===== src/rtl/max_select_seq_pkg.sv =====
// Shared definitions for the bit-serial maximum stage.
//   state_t    : FSM state encoding (IDLE, RUN, OUT)
//   clog2_min1 : ceil(log2(v)), never less than 1, used to size the chunk counter
package max_select_seq_pkg;

   typedef enum logic [1:0] {
      ST_IDLE = 2'd0,
      ST_RUN  = 2'd1,
      ST_OUT  = 2'd2
   } state_t;

   function automatic int clog2_min1(input int v);
      int r;
      r = 0;
      for (int i = 0; i < 32; i++) begin
         if ((1 << r) < v) r = r + 1;
      end
      return (r < 1) ? 1 : r;
   endfunction

endpackage


===== src/rtl/max_select_seq_cmp_lt_chunk.sv =====
// W-bit LSB-first unsigned less-than chain, one AND per bit.
//   a, b   : chunk of operand A and B (bit 0 is least significant)
//   lt_in  : running "A < B" result from the lower chunks
//   lt_out : running result after this chunk
// Each bit: where a and b differ, lt takes b; where equal, lt holds.
// Written as ((a^b) & (b^lt)) ^ lt so only the AND is a non-free gate.
module cmp_lt_chunk #(
   parameter int W = 8
) (
   input  logic [W-1:0] a,
   input  logic [W-1:0] b,
   input  logic         lt_in,
   output logic         lt_out
);

   logic [W:0] c;

   assign c[0] = lt_in;

   for (genvar i = 0; i < W; i++) begin : g_bit
      assign c[i+1] = ((a[i] ^ b[i]) & (b[i] ^ c[i])) ^ c[i];
   end

   assign lt_out = c[W];

endmodule


===== src/rtl/max_select_seq.sv =====
// Sequential bit-serial maximum: latches A and B, compares them W bits per
// clock LSB-first, then registers S = (A < B) and O = max(A, B).
//   clk   : rising-edge clock
//   rst   : asynchronous active-low reset
//   start : request, accepted only in IDLE (A and B sampled then)
//   A, B  : N-bit unsigned operands
//   busy  : high while in RUN and OUT
//   done  : one-cycle pulse, S and O valid from that cycle on
//   S     : 1 when A < B
//   O     : larger operand, held until the next done
module max_select_seq
   import max_select_seq_pkg::*;
#(
   parameter int N = 32,
   parameter int W = 8
) (
   input  logic         clk,
   input  logic         rst,
   input  logic         start,
   input  logic [N-1:0] A,
   input  logic [N-1:0] B,
   output logic         busy,
   output logic         done,
   output logic         S,
   output logic [N-1:0] O
);

   localparam int K  = (W > 0) ? (N / W) : 1;
   localparam int CW = clog2_min1(K);

   if ((W < 1) || (W > N) || ((N % W) != 0)) begin : g_bad_params
      $error("max_select_seq: N must be a non-zero multiple of W and W <= N");
   end

   state_t        state;
   logic [N-1:0]  ra, rb;
   logic [CW-1:0] cnt;
   logic          lt, lt_next;

   // Single compare slice, steered onto the current chunk by cnt.
   cmp_lt_chunk #(.W(W)) u_cmp (
      .a      (ra[32'(cnt)*W +: W]),
      .b      (rb[32'(cnt)*W +: W]),
      .lt_in  (lt),
      .lt_out (lt_next)
   );

   always_ff @(posedge clk or negedge rst) begin
      if (!rst) begin
         state <= ST_IDLE;
         ra    <= '0;
         rb    <= '0;
         cnt   <= '0;
         lt    <= 1'b0;
         S     <= 1'b0;
         O     <= '0;
         done  <= 1'b0;
         busy  <= 1'b0;
      end else begin
         done <= 1'b0;
         case (state)
            ST_IDLE: begin
               if (start) begin
                  ra    <= A;
                  rb    <= B;
                  cnt   <= '0;
                  lt    <= 1'b0;
                  busy  <= 1'b1;
                  state <= ST_RUN;
               end
            end
            ST_RUN: begin
               lt <= lt_next;
               if (cnt == CW'(K - 1)) state <= ST_OUT;
               else                   cnt   <= cnt + CW'(1);
            end
            ST_OUT: begin
               // XOR/AND select: B when lt is set, A otherwise.
               S     <= lt;
               O     <= ((ra ^ rb) & {N{lt}}) ^ ra;
               done  <= 1'b1;
               busy  <= 1'b0;
               state <= ST_IDLE;
            end
            default: begin
               busy  <= 1'b0;
               state <= ST_IDLE;
            end
         endcase
      end
   end

endmodule


===== config.mk =====
export PLATFORM = sky130hd
export DESIGN_NAME = max_select_seq
export DESIGN_NICKNAME = d
export VERILOG_FILES = /design/src/rtl/max_select_seq_pkg.sv /design/src/rtl/max_select_seq_cmp_lt_chunk.sv /design/src/rtl/max_select_seq.sv
export SDC_FILE = /design/constraint.sdc
export NUM_CORES = 1
export LEC_CHECK = 0
export CAP_MARGIN = 20
export CORE_MARGIN = 2
export CORE_UTILIZATION = 45
export CTS_CLUSTER_SIZE = 14
export DETAILED_ROUTE_END_ITERATION = 7
export PLACE_DENSITY = 0.72
export SETUP_SLACK_MARGIN = 0.3
export SKIP_LAST_GASP = 1
export SYNTH_ARGS = -nofsm -noshare
export SYNTH_HDL_FRONTEND = slang
export SYNTH_SLANG_ARGS = --single-unit
export TNS_END_PERCENT = 1

===== constraint.sdc =====
create_clock -name clk -period 2.3 [get_ports clk]
set_input_delay 0.46 -clock clk [delete_from_list [all_inputs] [get_ports clk]]
set_output_delay 0.46 -clock clk [all_outputs]
set_load 0.02 [all_outputs]

==> impl_metrics.env <==
export IMPL_min_period_over_period_pct=83.0
export IMPL_timing_rr_start="cnt[0]"
export IMPL_violations="negative hold slack"
export IMPL_grt_ovfl_total=0
export IMPL_firstDrtPassIters=4
export IMPL_cts_made_buffers=9
export IMPL_wl_per_cell_um=17.3
export IMPL_drc=0
export IMPL_totalWireLength_mm=10.2
export IMPL_drv_slew=0
export IMPL_end_kind="register"
export IMPL_avgSynthCellArea_um2=13.6
export IMPL_clk_pin_slew_ps=110
export IMPL_worst_ep_required_time_ps=2530
export IMPL_final_cell_mix="dfrtp_1 (103), clkdlybuf4s50_1 (100), mux2_2 (66), nand2_1 (35), o21ai_0 (33)"
export IMPL_multi_input_area_um2=1970
export IMPL_cts_path_max_buffers=2
export IMPL_io_pins=102
export IMPL_postCtsSetupBuffers=0
export IMPL_dr_first_iter_drc_count=127
export IMPL_cp_start_kind="register"
export IMPL_ys_seq_area_share_pct=55.5
export IMPL_hold_slack_ps=-3.04
export IMPL_grt_usage_pct=18.8
export IMPL_ys_seq_elements=104
export IMPL_final_seq_area_um2=2600
export IMPL_crit_path_start="cnt[0]"
export IMPL_max_slew_margin_rel_pct=58.4
export IMPL_nNetsFinal=515
export IMPL_setup_viol=0
export IMPL_syn_area_um2=4690
export IMPL_cts_root_buffer="clkbuf_8"
export IMPL_yosys_top_cells_area="dfrtp_1 (55%), mux2_2 (16%), mux2i_1 (6.8%)"
export IMPL_cts_sinks=104
export IMPL_cap_violations=0
export IMPL_n_fill_cell=826
export IMPL_grt_antenna_before_repair=0
export IMPL_synth_top_cell_area_share_pct=55.5
export IMPL_peakVddDrop_mv=0.546
export IMPL_h_tree_depth=3
export IMPL_numPortBuffers=101
export IMPL_hold_viol=7
export IMPL_max_freq_mhz=524
export IMPL_ctsHoldBuffers=0
export IMPL_gp_congestion=0.782
export IMPL_placed_cell_area_um2=5890
export IMPL_hold_path_class="input port to async pin"
export IMPL_tns_ps=0
export IMPL_mostFrequentLayoutCell="dfrtp_1"
export IMPL_synth_cells=346
export IMPL_syn_to_final_growth_pct=29.6
export IMPL_vias=3053
export IMPL_grt_max_degree=56
export IMPL_synth_cell_types=28
export IMPL_die_h_um=106
export IMPL_final_area_um2=6080
export IMPL_tightest_slew_ps=625
export IMPL_dp_hpwl_mm=7.49
export IMPL_core_area_um2=10200
export IMPL_die_area_um2=11300
export IMPL_die_w_um=106
export IMPL_clk_latency_ps=370
export IMPL_status="complete, but fails checks"
export IMPL_initial_utilization_pct=45.9
export IMPL_yosys_area_top_type="dfrtp_1"
export IMPL_viasPerCell=5.19
export IMPL_post_route_min_period_ps=1910
export IMPL_power_density_nw_per_um2=1420
export IMPL_antenna_cells=0
export IMPL_synth_net_count=414
export IMPL_rsz0062_at_grt="false"
export IMPL_arrival_ps=2140
export IMPL_row_count=37
export IMPL_worstPathMaxFanout=18
export IMPL_finClkSkew_ps=16.2
export IMPL_drive_above_1_share_pct=24.8
export IMPL_critPathKind="register to register"
export IMPL_grt_pass1_vias=3013
export IMPL_final_antenna_net_count=0
export IMPL_p_leak_nw=2.58
export IMPL_yosysWarnings=0
export IMPL_grt_pass1_wl_mm=16.2
export IMPL_cts_tree="yes"
export IMPL_postCtsResizedCells=0
-- layer usage --
metal	share of wire (%)	up-vias	wire length, um	track usage [%]
met1	50	1530	5120	29.5
li1	-	1440	-	-
met4	1.2	0	118	6.11
met3	3.9	9	397	2.58
met2	45	74	4530	27.1
met5	0	-	0	0
-- cell families (layout without fill, tap and decap cells) --
logic type,after synthesis,after routing,synth area share [%]
AO/OA/AOI/OAI,41,41,4.77
adder cells (fa/ha/maj),2,2,0.480
buffers and inverters,27,133,2.85
flip-flops,104,104,55.5
multiplexers,114,114,30.6
AND/OR/NAND/NOR,58,58,5.84
-- cell type report --
class	count	share of cell area (%)
flip-flops and latches	104	42.8
inverters	5	0.309
well taps	136	2.80
repair buffers	112	18.6
clock inverters	6	1.11
clock buffers	10	2.10
multi-input cells	215	32.3
-- state kept, by name, summed over array words and instances, names as in the netlist --
name,cells
busy,1
lt,1
done,1
state,2
O,32
cnt,2
S,1
ra,32
rb,32
-- worst paths after layout --
check,slack (ps),cells past startpoint,end
setup / recovery,390,6,lt
hold / removal,-3,1,done
setup reg to reg,390,6,lt
hold reg to reg,490,2,O[11]
max in group asynchronous,1660,2,lt
min in group clk,490,2,O[11]
-- worst max-delay path: stages, from the launching register on --
cell,delay (ps)
dfrtp_1,380
buf_12,190
mux4_2,520
nand2b_1,170
maj3_1,350
nor2_1,120
a211oi_2,60
-- power breakdown --
part / switching (mW) / internal, mW / leakage [nW] / total (mW)
Combinational: 1.71 / 2.27 / 1.23 / 3.99
Sequential: 0.764 / 2.74 / 1.26 / 3.50
Clock: 0.629 / 0.508 / 0.0929 / 1.14
-- Yosys cell counts --
cell and instances:
a211oi_1 1, a211oi_2 1, a21boi_1 1, a21oi_1 2, and2_1 1, buf_1 3, buf_12 1, buf_2 7
buf_6 1, clkbuf_1 10, dfrtp_1 104, ha_1 1, inv_1 5, maj3_1 1, mux2_2 66, mux2i_1 32
mux4_1 3, mux4_2 13, nand2_1 35, nand2b_1 9, nand4_1 1, nor2_1 5, nor2b_1 5, nor2b_4 1
nor3_2 1, o211ai_1 2, o21ai_0 33, o22ai_1 1
-- per-stage QoR --
stage | hold slack (ps) | utilization (%) | total power, mW | setup slack, ps | instances
3_5_place_dp | 411 | 57.5 | 7.56 | 311 | 572
4_1_cts | 4.25 | 59.4 | 8.69 | 374 | 588
5_1_grt | 14.8 | 59.4 | 9.17 | 301 | 588
2_1_floorplan | 164 | - | 6.11 | 477 | 346
3_3_place_gp | 403 | 57.5 | 7.41 | 333 | 572
6_report | -3.04 | 59.4 | 8.63 | 390 | 588
Power figures use the tool's default switching activity.
